<file path="src/rtl/alu_arbiter_pkg.sv">
// Shared definitions for the two-requester ALU arbiter: opcodes, FSM states,
// requester index type and the 2-way grant picker.
package alu_arbiter_pkg;

  localparam int unsigned DW   = 16;
  localparam int unsigned NREQ = 2;
  localparam int unsigned IDXW = 1;

  typedef logic [IDXW-1:0] idx_t;

  localparam logic [2:0] OP_RLL = 3'b000;
  localparam logic [2:0] OP_SLL = 3'b001;
  localparam logic [2:0] OP_SRA = 3'b010;
  localparam logic [2:0] OP_SRL = 3'b011;
  localparam logic [2:0] OP_ADD = 3'b100;
  localparam logic [2:0] OP_OR  = 3'b101;
  localparam logic [2:0] OP_XOR = 3'b110;
  localparam logic [2:0] OP_AND = 3'b111;

  typedef enum logic {
    IDLE = 1'b0,
    RESP = 1'b1
  } state_e;

  // With both requests pending, round-robin favours the one not served last.
  function automatic idx_t rr_pick(input logic [NREQ-1:0] valid,
                                   input idx_t last,
                                   input logic rr_en);
    idx_t win;
    if (valid == 2'b11) win = rr_en ? ~last : idx_t'(0);
    else                win = valid[1] ? idx_t'(1) : idx_t'(0);
    return win;
  endfunction

endpackage

</file>
<file path="src/rtl/alu_arbiter_alu.sv">
// Shared 16-bit combinational ALU: shift group, add, or, xor, and, with
// operand inversion and {Z,N,P} flags derived from the result.
module alu
  import alu_arbiter_pkg::*;
(
  input  logic [DW-1:0] a_i,
  input  logic [DW-1:0] b_i,
  input  logic          cin_i,
  input  logic [2:0]    op_i,
  input  logic          inva_i,
  input  logic          invb_i,
  input  logic          sign_i,
  output logic [DW-1:0] out_o,
  output logic          ofl_o,
  output logic [2:0]    flags_o
);

  logic [DW-1:0] a, b;
  logic [DW:0]   sum;
  logic [3:0]    shamt;
  logic          z, n;

  always_comb begin
    a     = inva_i ? ~a_i : a_i;
    b     = invb_i ? ~b_i : b_i;
    shamt = b[3:0];
    sum   = {1'b0, a} + {1'b0, b} + {{DW{1'b0}}, cin_i};
    out_o = '0;
    ofl_o = 1'b0;
    case (op_i)
      OP_RLL: out_o = (a << shamt) | (a >> (5'd16 - {1'b0, shamt}));
      OP_SLL: out_o = a << shamt;
      OP_SRA: out_o = $signed(a) >>> shamt;
      OP_SRL: out_o = a >> shamt;
      OP_ADD: begin
        out_o = sum[DW-1:0];
        // Signed mode flags two's-complement overflow, unsigned mode the carry out.
        ofl_o = sign_i ? ((a[DW-1] == b[DW-1]) && (sum[DW-1] != a[DW-1]))
                       : sum[DW];
      end
      OP_OR:  out_o = a | b;
      OP_XOR: out_o = a ^ b;
      OP_AND: out_o = a & b;
    endcase
    z       = (out_o == '0);
    n       = out_o[DW-1];
    flags_o = {z, n, ~(z ^ n)};
  end

endmodule

</file>
<file path="src/rtl/alu_arbiter.sv">
// Arbitrates two valid/ready requesters onto one shared ALU and returns the
// registered result on the winner's response channel; 1 op/cycle when drained.
module alu_arbiter
  import alu_arbiter_pkg::*;
#(
  parameter bit RR_EN = 1'b1
) (
  input  logic        clk,
  input  logic        rst,
  input  logic [1:0]  req_valid,
  output logic [1:0]  req_ready,
  input  logic [31:0] req_a,
  input  logic [31:0] req_b,
  input  logic [1:0]  req_cin,
  input  logic [5:0]  req_op,
  input  logic [1:0]  req_inva,
  input  logic [1:0]  req_invb,
  input  logic [1:0]  req_sign,
  output logic [1:0]  rsp_valid,
  input  logic [1:0]  rsp_ready,
  output logic [15:0] rsp_out,
  output logic        rsp_ofl,
  output logic [2:0]  rsp_flags,
  output logic        busy
);

  state_e        state_q, state_d;
  idx_t          owner_q, owner_d;
  idx_t          last_q, last_d;
  logic [DW-1:0] out_q, out_d;
  logic          ofl_q, ofl_d;
  logic [2:0]    flags_q, flags_d;

  logic          free, gnt_any;
  idx_t          gnt_idx, sel;
  logic [DW-1:0] alu_out;
  logic          alu_ofl;
  logic [2:0]    alu_flags;

  // A full result register frees up in the same cycle its owner drains it.
  always_comb begin
    free      = (state_q == IDLE) || ((state_q == RESP) && rsp_ready[owner_q]);
    gnt_any   = free && (req_valid != 2'b00) && !rst;
    gnt_idx   = rr_pick(req_valid, last_q, RR_EN);
    req_ready = gnt_any ? (2'b01 << gnt_idx) : 2'b00;
    sel       = gnt_any ? gnt_idx : idx_t'(0);
  end

  alu u_alu (
    .a_i     (sel ? req_a[31:16] : req_a[15:0]),
    .b_i     (sel ? req_b[31:16] : req_b[15:0]),
    .cin_i   (req_cin[sel]),
    .op_i    (sel ? req_op[5:3] : req_op[2:0]),
    .inva_i  (req_inva[sel]),
    .invb_i  (req_invb[sel]),
    .sign_i  (req_sign[sel]),
    .out_o   (alu_out),
    .ofl_o   (alu_ofl),
    .flags_o (alu_flags)
  );

  always_ff @(posedge clk) begin
    if (rst) begin
      state_q <= IDLE;
      owner_q <= '0;
      last_q  <= idx_t'(1);
      out_q   <= '0;
      ofl_q   <= 1'b0;
      flags_q <= '0;
    end else begin
      state_q <= state_d;
      owner_q <= owner_d;
      last_q  <= last_d;
      out_q   <= out_d;
      ofl_q   <= ofl_d;
      flags_q <= flags_d;
    end
  end

  always_comb begin
    state_d = state_q;
    owner_d = owner_q;
    last_d  = last_q;
    out_d   = out_q;
    ofl_d   = ofl_q;
    flags_d = flags_q;
    case (state_q)
      IDLE: if (gnt_any) state_d = RESP;
      RESP: if (rsp_ready[owner_q]) state_d = gnt_any ? RESP : IDLE;
      default: state_d = IDLE;
    endcase
    if (gnt_any) begin
      owner_d = gnt_idx;
      last_d  = gnt_idx;
      out_d   = alu_out;
      ofl_d   = alu_ofl;
      flags_d = alu_flags;
    end
  end

  always_comb begin
    busy      = (state_q == RESP);
    rsp_valid = busy ? (2'b01 << owner_q) : 2'b00;
    rsp_out   = out_q;
    rsp_ofl   = ofl_q;
    rsp_flags = flags_q;
  end

endmodule

</file>
<file path="config.mk">
export PLATFORM = sky130hd
export DESIGN_NAME = alu_arbiter
export DESIGN_NICKNAME = d
export VERILOG_FILES = /design/src/rtl/alu_arbiter_pkg.sv /design/src/rtl/alu_arbiter_alu.sv /design/src/rtl/alu_arbiter.sv
export SDC_FILE = /design/constraint.sdc
export NUM_CORES = 1
export LEC_CHECK = 0
export BUFFER_PORTS_ARGS = -buffer_cell sky130_fd_sc_hd__buf_4
export CAP_MARGIN = 10
export CORE_AREA = 3 3 142 144
export CTS_CLUSTER_SIZE = 16
export DETAILED_ROUTE_END_ITERATION = 8
export DIE_AREA = 0 0 145 147
export PLACE_DENSITY = 0.75
export SETUP_SLACK_MARGIN = 0.02
export SYNTH_ARGS = -nofsm -noshare
export SYNTH_HDL_FRONTEND = slang
export SYNTH_SLANG_ARGS = --single-unit
</file>
<file path="constraint.sdc">
create_clock -name clk -period 7.9 [get_ports clk]
set_input_delay 0 -clock clk [delete_from_list [all_inputs] [get_ports clk]]
set_output_delay 0 -clock clk [all_outputs]
set_load 0.01 [all_outputs]
</file>
Word-level counts from Yosys, hierarchy flattened

Index checks and enable logic that the tools add are counted.

$add $sub $neg: 3
Multipliers: 0
Div/mod/pow operators: 0
Magnitude comparators: 2
Eq/ne operators: 10
Shift operators: 6
Multiplexer cells: 26
Bitwise logic cells: 10
Reductions and logical operators: 9

Operator list:

| kind                                                                         | count |
|---|---|
| 16-bit one-hot mux with 8 select lines                                       | 1 |
| 16-bit 2-to-1 mux                                                            | 4 |
| 16-bit inverter                                                              | 2 |
| 16-bit OR                                                                    | 2 |
| 16-bit by 16-bit adder with 17-bit output                                    | 1 |
| 17-bit by 1-bit adder with 17-bit output                                     | 1 |
| 1-bit 2-to-1 mux                                                             | 17 |
| 16-bit bitwise AND                                                           | 1 |
| 16-bit zero test                                                             | 1 |
| 16-bit by 4-bit << shifter with 16-bit output                                | 1 |
| 16-bit by 4-bit >> shifter with 16-bit output                                | 1 |
| 16-bit by 5-bit >> shifter with 16-bit output                                | 1 |
| 16-bit by 4-bit >>> shifter with 16-bit output                               | 1 |
| 16-bit bitwise XOR                                                           | 1 |
| 3-bit == test, second input constant                                         | 4 |
| 3-bit by 2-bit == test with 1-bit output, second input constant              | 2 |
| 5-bit by 4-bit subtractor with 5-bit output, first input constant            | 1 |
| 1-bit logical AND                                                            | 4 |
| 1-bit by 2-bit less-than comparator with 1-bit output, second input constant | 2 |
| 2-bit 2-to-1 mux                                                             | 2 |
| 1-bit by 1-bit << shifter with 2-bit output, first input constant            | 2 |
| 3-bit by 1-bit == test with 1-bit output, second input constant              | 1 |
| 3-bit zero test                                                              | 1 |
| 3-bit 2-to-1 mux                                                             | 1 |
| other kinds (9)                                                              | 11 |

Register bits after elaboration: 23
Bits in latches: 0
Bits in writable memories: 0
Bits in read-only memories: 0
Input bits: 84
Output and inout port bits: 25
Word-level logic and storage cells: 72
Memories: 0

Longest topological paths before layout

Gate-level depths: netlist of run 1.

Depth after elaboration: 17
Depth in mapped cells: 26
Depth with buffers taken out: 20

Cells and area by module

Synthesis of run 1 repeated with hierarchy kept, for this count alone.

Cell total of the unflattened synthesis: 919
Area total of the unflattened synthesis: 6998.0 µm²

Modules (own cells, without submodules):

| module      | times used | cells an instance | area each (µm²) | sequential area each (µm²) |
|---|---|---|---|---|
| alu         | 1          | 769               | 5547.8          | 0.0 |
| alu_arbiter | 1          | 150               | 1450.1          | 460.4 |

Worst setup path after synthesis of run 1

No wires, ideal clock.

Path type: register -> register
Start point: reg owner_q
End point: reg flags_q[0], in the netlist rsp_flags[0]
Library setup time: 0.115 ns
Arrival time: 5.379 ns
Required time: 7.785 ns
Setup slack: 2.406 ns
Stages on the path, launching flop included: 26
Buffers on the path: 6
Period minus slack after synthesis: 5.494 ns
Path through: dfxtp_1 -> mux2_4 -> o211ai_4 -> inv_4 -> buf_2 -> buf_2 -> buf_2 -> buf_2 -> clkbuf_1 -> clkbuf_1 -> a21oi_1 -> fa_1 -> inv_1 -> fa_1 -> nor2b_1 -> o221a_2 -> nor3_1 -> o31ai_1 -> a31oi_1 -> xnor2_1 -> a211o_1 -> a22oi_1 -> nand4_1 -> nor4_2 -> nor3b_1 -> o21a_1

Longest elaborated chain between the ends: 17
Elaborated cells between the ends (all ways): 43
Classes of those cells: add/sub: 3; eq/ne: 7; shift: 4; mux: 15; bitwise: 8; reduce/logical: 6

RTL lines:

| what                                                                               | RTL line          | text |
|---|---|---|
| start, declared                                                                    | alu_arbiter.sv:28 | `idx_t owner_q, owner_d;` |
| start signal, assigned                                                             | alu_arbiter.sv:72 | `owner_q <= owner_d;` |
| 1-bit 2-to-1 mux (implied by the code) (*) (2 in series)                           | alu_arbiter.sv:42 | `free = (state_q == IDLE) \|\| ((state_q == RESP) && rsp_ready[owner_q]);` |
| 1-bit logical AND (*)                                                              | alu_arbiter.sv:42 |  |
| 1-bit logical OR (*)                                                               | alu_arbiter.sv:42 |  |
| 1-bit logical AND (*) (2 in series)                                                | alu_arbiter.sv:43 | `gnt_any = free && (req_valid != 2'b00) && !rst;` |
| branches (longest 11 deep; another with 16-bit by 16-bit adder with 17-bit output) | --                |  |
| end signal, assigned                                                               | alu_arbiter.sv:76 | `flags_q <= flags_d;` |
| end, declared                                                                      | alu_arbiter.sv:32 | `logic [2:0] flags_q, flags_d;` |

Mark *: on every way between the ends. The select of a mux whose other input is x is not followed.
A chain may end at the register's enable or synchronous reset.

Worst setup path in the final report of run 1

Same ends and word-level chain as after synthesis.

==> summary.txt, run 1 <==
Place
  – Final GP Congestion: 1.061
  – Placed cells: 1,680
  – PortBufs: 108
  – Post-DP HPWL: 34,030 um
  – Setup Slack @ Placement: 2.267 ns
  – Cell Area, Placed: 0.01017 mm^2

Routing
  – Initial DRC count: 1,672
  – Antenna viol nets, final: 0
  – Drt via density: 6.969
  – Via count: 11.74k
  – Routed WL: 44,010 um
  – Router iterations before antenna repair: 6
  – Post-route DRC: 0
  – WL per Instance: 26.12 um

Floorplanning
  – Initial Utilization: 49.86%
  – Die Span Y: 147 um
  – Die X: 145 um
  – Row count: 50
  – Ports: 109
  – Core Area: 0.01883 mm^2
  – Die ar.: 0.02132 mm^2

Logic synthesis
  – Seq/Total Area, Yosys: 4.691%
  – Cell area after synthesis: 0.009389 mm^2
  – Main synth FF type: dfxtp_1
  – Synth cell types: 86
  – Number of synthesized flops with an enable pin: 0
  – Async S/R FF share, synth: 0%
  – Syn Nets: 1,533
  – Yosys Warn Count: 0
  – Yosys reg bits: 22
  – Post-Syn Area per Cell: 6.645 um^2
  – Cells after Synth: 1,413

Critical path
  – Crit path to: rsp_flags[0]
  – CP Capture Type: flip-flop
  – Worst-path fanout max: 27
  – Worst r2r path cells: 16
  – R2R Path End: rsp_flags[0]
  – CP startpoint kind: flip-flop
  – Worst r2r src: owner_q
  – Crit path from: owner_q
  – Worst EP required: 8.05 ns
  – Kind of critical path: flip-flop to flip-flop
  – Reg2Reg Setup Slack: 2.04 ns
  – Crit path DAT: 6.01 ns

Final layout
  – Core Util, Final: 54.56%
  – Fin area: 0.01027 mm^2
  – Final nets: 1,545
  – Share of cells above drive strength 1: 13.69%
  – P&R area growth vs syn: 9.435%
  – Non-Filler Instances: 1,685

Clock network
  – PostCTS Resize Cnt: 0
  – CTS tree: yes
  – Hold-fix buffers at CTS: 0
  – Clock sink count: 22
  – Setup Buffers After CTS: 0
  – H-tree levels: 1
  – Reg clk slew, reported paths: 0.06 ns
  – Latest clock arrival within the worst-skew pair: 0.25 ns
  – CTS Buf Count: 3
  – CTS Buffer Depth: 2
  – Clk root buf: clkbuf_16

Global route
  – First-pass GRT wire length: 66,320 um
  – Largest net degree at the start of global routing: 52
  – Initial antenna violation count: 1
  – Number of global-route vias before repair: 10.72k
  – GRT Overall Usage: 39.25%
  – Global-route congestion overflow total: 0

Timing
  – Setup Skew: 0.005335 ns
  – Min cycle time layout: 5.855 ns
  – Fin Setup TNS: 0 ns
  – Max frequency: 0.1708 GHz
  – Max-slew headroom: 13.67%
  – RSZ-0062 raised after global routing: no
  – Final period util: 74.12%
  – Hold Violations, Final: 0
  – Endpoints failing setup: 0
  – Least-Margin Pin Slew: 1.295 ns
  – Fin Hold WS: 0.05109 ns
  – Max-slew violations: 0
  – Final WS setup: 2.045 ns

Flow run
  – Max_cap viols: 0

Status
  – Status: completed

Pwr
  – Power per cell area: 143.1 mW/mm^2
  – Post-layout power: 1.470 mW
  – Peak VDD IR: 72.84 uV
  – Leakage: 4.224 nW

Hold path
  – Worst min-delay path class: input pin to flip-flop
## final cells by class
class	instances	area [um^2]
Tap cell	260	325.3
Multi-Input combinational cell	1209	8194
Antenna cell	1	2.502
Clock inverter	1	30.03
Clock buffer	3	75.07
Timing Repair Buffer	132	991.0
Fill cell	1909	8556
Inverter	57	216.5
Sequential cell	22	440.4
## registers in the layout (all words and copies together), names as in the netlist
signal     count
owner_q        1
last_q         1
busy           1
rsp_ofl        1
rsp_out       15
rsp_flags      3
## cell families after synthesis
kind of cell    synth area share (%)
compound gates                 32.93
mux                            13.97
buf+inv                        8.356
simple gates                   26.27
flops                          4.691
xor+xnor                       8.835
fa+ha+maj                      4.957
## per-layer routing
metal | vias up | global-route usage (%) | part of all wire (%)
li1 | 5251 | - | -
met3 | 155 | 9.901 | 13
met4 | 0 | 17.24 | 5.5
met5 | - | 0 | 0
met1 | 5473 | 53.56 | 40
met2 | 864 | 58.59 | 41
## how the worst min path moves through the flow
stage	from	end	slack, ns	cells after the start
floorplan	rst	req_ready[0]	0.06	1
global placement	req_valid[0]	busy	0.31	3
detailed placement	req_valid[0]	busy	0.31	3
CTS	req_valid[0]	busy	0.05	3
global route	rst	rsp_out[4]	0.09	2
finish	req_valid[0]	busy	0.05	3
## report_power, final
| part | total (mW) | internal (mW) | leakage (nW) | switching [mW] |
|---|---|---|---|---|
| logic | 1.20 | 0.423 | 3.99 | 0.775 |
| registers | 0.134 | 0.126 | 0.181 | 0.00812 |
| clock network | 0.139 | 0.100 | 0.0511 | 0.0380 |
## worst max-delay path, cell delays in order, from the launching register on
cell and delay (ns):
dfxtp_1 0.39, mux2_4 0.35, o211ai_4 0.60, mux2_4 0.52
inv_2 0.11, ha_1 0.49, xnor2_1 0.22, mux2_2 0.48
mux2i_1 0.32, xnor2_1 0.13, a2111oi_0 1.03, a31oi_1 0.19
a21oi_1 0.19, nand4_1 0.12, nor4_2 0.33, nor3b_1 0.09
o21a_1 0.19
## synth_stat cells (13+ instances only)
cell      instances  share of area [%]
a21oi_1          94                5.0
mux2_2           13                1.6
nor3b_1          13                1.0
nor2_1          117                4.7
o211ai_1         13                1.0
a21o_1           13                1.0
and2_1           15                1.0
clkbuf_1         63                2.5
inv_1            52                2.1
dfxtp_1          22                4.7
mux2i_1          88                9.4
o221ai_1         19                1.8
a211oi_1         24                1.9
o21ai_0         115                6.1
o22ai_1          31                2.1
nor2b_1          58                3.9
xor2_1           27                2.5
a22oi_1          14                1.1
nor4_1           15                1.0
a31oi_1          18                1.2
nand2_1         138                5.5
nor3_1           44                2.3
buf_2            42                2.2
a221oi_1         20                1.9
ha_1             34                4.5
xnor2_1          64                6.0
nand3_1          40                2.1
## cell usage in the layout (no fill, tap or decap), types with 19 or more instances in the layout
cell,synthesis,final
a211oi_1,24,24
a21oi_1,94,94
a221oi_1,20,20
buf_4,10,132
dfxtp_1,22,22
ha_1,34,34
inv_1,52,52
mux2i_1,88,86
nand2_1,138,138
nand3_1,40,40
nor2_1,117,117
nor2b_1,58,58
nor3_1,44,44
o21ai_0,115,114
o221ai_1,19,19
o22ai_1,31,31
xnor2_1,64,63
xor2_1,27,25
(Power assumes the default switching activity.)
==> inputs of run 2 (changes only) <==
Settings changed: PLACE_DENSITY 0.75 to 0.77.
Clock period 7.9 ns to 4.7 ns, I/O delays scaled along.
==> summary.txt, run 2 (synthesis gave the netlist of run 1 again) <==
Status
  – Status: completed (unchanged)

Routing
  – Via count: 12.40k (was 11.74k)
  – Post-route DRC: 0 (unchanged)
  – Antenna viol nets, final: 0 (unchanged)
  – WL per Instance: 26.13 um (was 26.12 um)
  – Routed WL: 46,460 um (was 44,010 um)
  – Initial DRC count: 1,920 (was 1,672)
  – Router iterations before antenna repair: 8 (was 6)
  – Drt via density: 6.972 (was 6.969)

Floorplanning
  – Core Area: 0.01883 mm^2 (unchanged)
  – Die ar.: 0.02132 mm^2 (unchanged)
  – Die X: 145 um (unchanged)
  – Initial Utilization: 49.86% (unchanged)
  – Ports: 109 (unchanged)
  – Row count: 50 (unchanged)
  – Die Span Y: 147 um (unchanged)

Final layout
  – Most frequent cells in the layout: buf_4, nand2_1, nor2_1, o21ai_0, a21oi_1 (was nand2_1, buf_4, nor2_1, o21ai_0, a21oi_1)
  – Final nets: 1,639 (was 1,545)
  – Share of cells above drive strength 1: 20.82% (was 13.69%)
  – Core Util, Final: 59.53% (was 54.56%)
  – Max FFs per register: 15 (unchanged)
  – Commonest non-fill, non-tap cell in the layout: buf_4 (was nand2_1)
  – P&R area growth vs syn: 19.40% (was 9.435%)
  – Ant diodes: 0 (was 1)
  – Fin area: 0.01121 mm^2 (was 0.01027 mm^2)

Timing
  – Max-slew violations: 0 (unchanged)
  – Max frequency: 0.2162 GHz (was 0.1708 GHz)
  – Least-Margin Pin Slew: 1.222 ns (was 1.295 ns)
  – Min cycle time layout: 4.626 ns (was 5.855 ns)
  – Setup Skew: 0.004684 ns (was 0.005335 ns)
  – Max-slew headroom: 18.22% (was 13.67%)
  – RSZ-0062 raised after global routing: yes (was no)
  – Hold Violations, Final: 0 (unchanged)
  – Fin Setup TNS: 0 ns (unchanged)
  – Final period util: 98.43% (was 74.12%)
  – Endpoints failing setup: 0 (unchanged)

Clock network
  – Clk root buf: clkbuf_16 (unchanged)
  – Latest clock arrival within the worst-skew pair: 0.25 ns (about the same)
  – Hold-fix buffers at CTS: 0 (unchanged)
  – CTS Buffer Depth: 2 (unchanged)
  – CTS Buf Count: 3 (unchanged)
  – CTS tree: yes (unchanged)
  – Reg clk slew, reported paths: 0.06 ns (about the same)
  – Clock sink count: 22 (unchanged)
  – H-tree levels: 1 (unchanged)

Place
  – PortBufs: 108 (unchanged)
  – Final GP Congestion: 1.107 (was 1.061)
  – Cell Area, Placed: 0.01087 mm^2 (was 0.01017 mm^2)
  – Post-DP HPWL: 36,450 um (was 34,030 um)

Global route
  – Initial antenna violation count: 0 (was 1)
  – GRT Overall Usage: 40.73% (was 39.25%)
  – Global-route congestion overflow total: 0 (unchanged)
  – First-pass GRT wire length: 68,680 um (was 66,320 um)
  – Largest net degree at the start of global routing: 51 (was 52)
  – Number of global-route vias before repair: 11.07k (was 10.72k)

Critical path
  – Worst path bufs/invs: 3 (was 1)
  – CP startpoint kind: flip-flop (unchanged)
  – CP cell instances: mux2_4, o211ai_4, buf_8, buf_4, buf_12, nor2_1, a21oi_1, xnor2_2, ha_1, or2_2, a21oi_1, a211oi_2, o311ai_0, a21boi_0, o32a_1, nor4_2, nor3b_1, o21a_1 (was mux2_4, o211ai_4, mux2_4, inv_2, ha_1, xnor2_1, mux2_2, mux2i_1, xnor2_1, a2111oi_0, a31oi_1, a21oi_1, nand4_1, nor4_2, nor3b_1, o21a_1)
  – Worst EP required: 4.90 ns (was 8.05 ns)
  – Crit path DAT: 4.83 ns (was 6.01 ns)
  – Max incr delay on CP: 0.54 ns (was 1.03 ns)
  – Kind of critical path: flip-flop to flip-flop (unchanged)
  – Worst-path fanout max: 50 (was 27)
  – Critical path's top delay family: compound AO/OA/AOI/OAI gates (unchanged)
  – CP Capture Type: flip-flop (unchanged)
  – Worst r2r path cells: 18 (was 16)
  – Most Frequent Cell on Critical Path: a21oi_1
  – CP max-delay cell: o311ai_0 (was a2111oi_0)
  – Crit path depth: 18 (was 16)

Hold path
  – Hold Path Depth: 3 (unchanged)
  – Worst min-delay path class: input pin to flip-flop (unchanged)

Pwr
  – Leakage: 4.721 nW (was 4.224 nW)
  – Peak VDD IR: 166.6 uV (was 72.84 uV)
  – Power per cell area: 244.9 mW/mm^2 (was 143.1 mW/mm^2)

Flow run
  – Max_cap viols: 0 (unchanged)
[run 2: cell type report]
| type | count | area (um^2) |
|---|---|---|
| flip-flops and latches | 22 | 441.7 |
| fillers | 1774 | 7620 |
| clock buffers | 3 | 75.07 |
| repair buffers | 226 | 1758 |
| inverters | 57 | 216.5 |
| well taps | 260 | 325.3 |
| multi-input cells | 1209 | 8364 |
| clock inverters | 1 | 30.03 |
[run 2: power breakdown]
part           internal (mW)  leakage [nW]  switching, mW  total (mW)
Sequential             0.211         0.182         0.0134       0.225
Clock                  0.169        0.0511         0.0666       0.236
Combinational          0.895          4.49           1.39        2.29
[run 2: what timing repair did]
action,4_1_cts,5_1_grt
setup endpoints to repair,2,4
pin swaps,0,14
gates resized for setup,1,39
cloned,0,0
buffers inserted,0,9
[run 2: worst paths after layout]
check | from | end | slack [ns]
worst max register to register | owner_q | rsp_flags[0] | 0.07
worst min-delay path | req_valid[1] | busy | 0.07
worst max-delay path | owner_q | rsp_flags[0] | 0.07
worst min register to register | rsp_out[8] | rsp_out[8] | 0.46
[run 2: layer usage]
| metal | track usage (%) | vias to the layer above | routed length, um |
|---|---|---|---|
| li1 | - | 5459 | - |
| met1 | 56.28 | 5776 | 18230 |
| met2 | 61.55 | 973 | 19480 |
| met3 | 6.477 | 188 | 5594 |
| met4 | 20.52 | 0 | 3162 |
| met5 | 0 | - | 0 |
[run 2: worst min-delay path: stages]
cell and delay (ns):
buf_4 0.10, nor2_1 0.05, a21oi_1 0.13
[run 2: metrics by stage]
| stage | power, mW | instances | setup WS (ns) | hold WS [ns] |
|---|---|---|---|---|
| detailed placement | 2.338 | 1765 | 0.01077 | 0.3260 |
| floorplan | 1.531 | 1413 | -0.1759 | 0.06236 |
| CTS | 2.584 | 1769 | 0.02728 | 0.06960 |
| global placement | 2.329 | 1765 | 0.1844 | 0.3126 |
| finish | 2.746 | 1778 | 0.07402 | 0.06868 |
| global route | 2.860 | 1778 | -0.04600 | 0.1083 |
==> inputs of run 3 (changes only) <==
--- a/config.mk
+++ b/config.mk
@@ -9,4 +9,5 @@
 export CAP_MARGIN = 10
 export CORE_AREA = 3 3 142 144
+export CTS_BUF_LIST = sky130_fd_sc_hd__clkbuf_8
 export CTS_CLUSTER_SIZE = 16
 export DETAILED_ROUTE_END_ITERATION = 8
==> constraint.sdc (replaced) <==
create_clock -name clk -period 4.7 [get_ports clk]
set_input_delay 0 -clock clk [delete_from_list [all_inputs] [get_ports clk]]
set_output_delay 0 -clock clk [all_outputs]
set_load 0.05 [all_outputs]
==> summary.txt, run 3 (synthesis gave the netlist of run 1 again) <==
Clock network
  – Clk root buf: clkbuf_8 (was clkbuf_16)
  – CTS Buffer Depth: 2 (unchanged)
  – H-tree levels: 1 (unchanged)
  – CTS tree: yes (unchanged)
  – Reg clk slew, reported paths: 0.08 ns (was 0.06 ns)
  – CTS Buf Count: 3 (unchanged)
  – Latest clock arrival within the worst-skew pair: 0.26 ns (was 0.25 ns)
  – Clock sink count: 22 (unchanged)
  – Hold-fix buffers at CTS: 0 (unchanged)

Critical path
  – Worst-path fanout max: 6 (was 50)
  – Worst r2r src: owner_q (unchanged)
  – Reg2Reg Setup Slack: -0.15 ns (was 0.07 ns)
  – Critical path's top delay family: compound AO/OA/AOI/OAI gates (unchanged)
  – Crit path to: rsp_flags[2] (was rsp_flags[0])
  – Crit path DAT: 5.05 ns (was 4.83 ns)
  – Crit path from: owner_q (unchanged)
  – Kind of critical path: flip-flop to flip-flop (unchanged)
  – Worst EP required: 4.90 ns (about the same)
  – R2R Path End: rsp_flags[2] (was rsp_flags[0])
  – Most Frequent Cell on Critical Path: mux2_4 (was a21oi_1)
  – CP cell instances: mux2_4, o211ai_4, clkinv_4, mux2_4, xnor2_4, inv_1, ha_4, buf_6, o22ai_4, nand3_2, a31oi_4, o32ai_2, a222oi_1, buf_4, a22oi_2, a21oi_2, nand4_1, nor4_2, nand3_1, a21oi_1 (was mux2_4, o211ai_4, buf_8, buf_4, buf_12, nor2_1, a21oi_1, xnor2_2, ha_1, or2_2, a21oi_1, a211oi_2, o311ai_0, a21boi_0, o32a_1, nor4_2, nor3b_1, o21a_1)
  – CP startpoint kind: flip-flop (unchanged)
  – CP max-delay cell: a222oi_1 (was o311ai_0)
  – Crit path depth: 20 (was 18)
  – Worst r2r path cells: 20 (was 18)
  – CP Capture Type: flip-flop (unchanged)
  – Worst path bufs/invs: 4 (was 3)
  – Max incr delay on CP: 0.73 ns (was 0.54 ns)

Final layout
  – P&R area growth vs syn: 20.88% (was 19.40%)
  – Register area: 442.9 um^2 (was 441.7 um^2)
  – Filler instances: 1,784 (was 1,774)
  – Commonest non-fill, non-tap cell in the layout: buf_4 (unchanged)
  – Most frequent cells in the layout: buf_4, nand2_1, nor2_1, o21ai_0, a21oi_1 (unchanged)
  – Multi-input gate area: 0.008496 mm^2 (was 0.008364 mm^2)
  – Ant diodes: 0 (unchanged)
  – Core Util, Final: 60.27% (was 59.53%)
  – Non-Filler Instances: 1,779 (was 1,778)
  – Final nets: 1,640 (was 1,639)
  – Max FFs per register: 15 (unchanged)
  – Share of cells above drive strength 1: 21.59% (was 20.82%)

Timing
  – Max-slew violations: 0 (unchanged)
  – Hold Violations, Final: 0 (unchanged)
  – Max-slew headroom: 21.21% (was 18.22%)
  – Setup Skew: 0.006881 ns (was 0.004684 ns)
  – RSZ-0062 raised after global routing: yes (unchanged)
  – Max frequency: 0.2061 GHz (was 0.2162 GHz)
  – Endpoints failing setup: 2 (was 0)
  – Final WS setup: -0.1514 ns (was 0.07402 ns)
  – Final period util: 103.2% (was 98.43%)
  – Min cycle time layout: 4.851 ns (was 4.626 ns)
  – Fin Hold WS: 0.05477 ns (was 0.06868 ns)
  – Least-Margin Pin Slew: 1.178 ns (was 1.222 ns)
  – Fin Setup TNS: -0.2888 ns (was 0 ns)

Status
  – Status: finished with violations (was completed)
  – Failing checks: negative setup slack

Floorplanning
  – Initial Utilization: 49.86% (unchanged)
  – Ports: 109 (unchanged)
  – Die Span Y: 147 um (unchanged)
  – Row count: 50 (unchanged)
  – Die X: 145 um (unchanged)
  – Die ar.: 0.02132 mm^2 (unchanged)
  – Core Area: 0.01883 mm^2 (unchanged)

Routing
  – Antenna viol nets, final: 0 (unchanged)
  – WL per Instance: 26.68 um (was 26.13 um)
  – Met2 routed WL: 19,560 um (was 19,480 um)
  – Router iterations before antenna repair: 6 (was 8)
  – Post-route DRC: 0 (unchanged)
  – Routed WL: 47,470 um (was 46,460 um)
  – Via count: 12.41k (was 12.40k)
  – Met3 WL: 5747 um (was 5594 um)
  – Highest routed metal layer: met5 (was met4)
  – WL met1: 18,670 um (was 18,230 um)
  – Drt via density: 6.977 (was 6.972)
  – Initial DRC count: 1,851 (was 1,920)

Global route
  – Global-route congestion overflow total: 0 (unchanged)
  – First-pass GRT wire length: 69,680 um (was 68,680 um)
  – GRT Overall Usage: 41.55% (was 40.73%)
  – Largest net degree at the start of global routing: 44 (was 51)
  – Initial antenna violation count: 1 (was 0)
  – Number of global-route vias before repair: 11.12k (was 11.07k)

Hold path
  – Worst min-delay path class: input pin to flip-flop (unchanged)
  – Hold Startpoint: req_valid[1] (unchanged)

Place
  – Placed cells: 1,760 (was 1,765)
  – PortBufs: 108 (unchanged)
  – Final GP Congestion: 1.103 (was 1.107)
  – Post-DP HPWL: 37,580 um (was 36,450 um)

Pwr
  – Sw Pwr: 1.562 mW (was 1.470 mW)
  – Leakage: 4.735 nW (was 4.721 nW)
  – Comb pwr share: 85.7% (was 83.2%)
  – Int Pwr: 1.232 mW (was 1.275 mW)
  – Sw Ratio: 55.91% (was 53.56%)
  – Peak VDD IR: 135.0 uV (was 166.6 uV)
  – Clock share of power: 6.2% (was 8.6%)
  – Reg power frac: 8.1% (was 8.2%)
  – Power per cell area: 246.1 mW/mm^2 (was 244.9 mW/mm^2)
  – Post-layout power: 2.794 mW (was 2.746 mW)

Flow run
  – Max_cap viols: 0 (unchanged)
==> run 3: tightest hold or removal path: stages <==
cell and delay (ns):
buf_4 0.10, nor2_1 0.05, a21oi_1 0.12
==> run 3: power groups by stage <==
stage	Sequential, mW	Combinational [mW]	Clock, mW
finish	0.225	2.39	0.173
global route	0.229	2.51	0.180
CTS	0.225	2.19	0.175
detailed placement	0.229	2.17	0
global placement	0.228	2.17	0
floorplan	0.307	1.30	0
==> run 3: layer usage <==
metal | track usage [%] | vias to the layer above
li1 | - | 5461
met1 | 56.71 | 5802
met2 | 61.38 | 941
met3 | 7.958 | 206
met4 | 23.47 | 2
met5 | 0 | -
==> run 3: layout make-up <==
| class | instances | area share [%] |
|---|---|---|
| multi-input cells | 1209 | 74.85 |
| repair buffers | 227 | 15.82 |
| flip-flops and latches | 22 | 3.903 |
| well taps | 260 | 2.866 |
| inverters | 57 | 1.929 |
| clock buffers | 3 | 0.3638 |
| clock inverters | 1 | 0.2646 |
==> run 3: how the worst min path moves through the flow <==
| stage | end | slack, ns | cells past startpoint |
|---|---|---|---|
| 2_1_floorplan | busy | 0.18 | 2 |
| 3_3_place_gp | busy | 0.30 | 3 |
| 3_5_place_dp | busy | 0.31 | 3 |
| 4_1_cts | busy | 0.05 | 3 |
| 5_1_grt | busy | 0.09 | 3 |
| 6_report | busy | 0.05 | 3 |
==> run 3: per-stage QoR <==
stage	cell area (um^2)	setup WS, ns
floorplan	9478	-0.2044
global placement	10820	0.05308
detailed placement	10820	-0.04230
CTS	10900	0.03021
global route	11350	-0.2844
finish	11350	-0.1514
==> run 3: repair_timing <==
action | 4_1_cts | 5_1_grt
gates cloned | 0 | 1
setup buffers | 0 | 14
setup endpoints to repair | 2 | 5
pin swaps | 1 | 14
resized for setup | 3 | 55
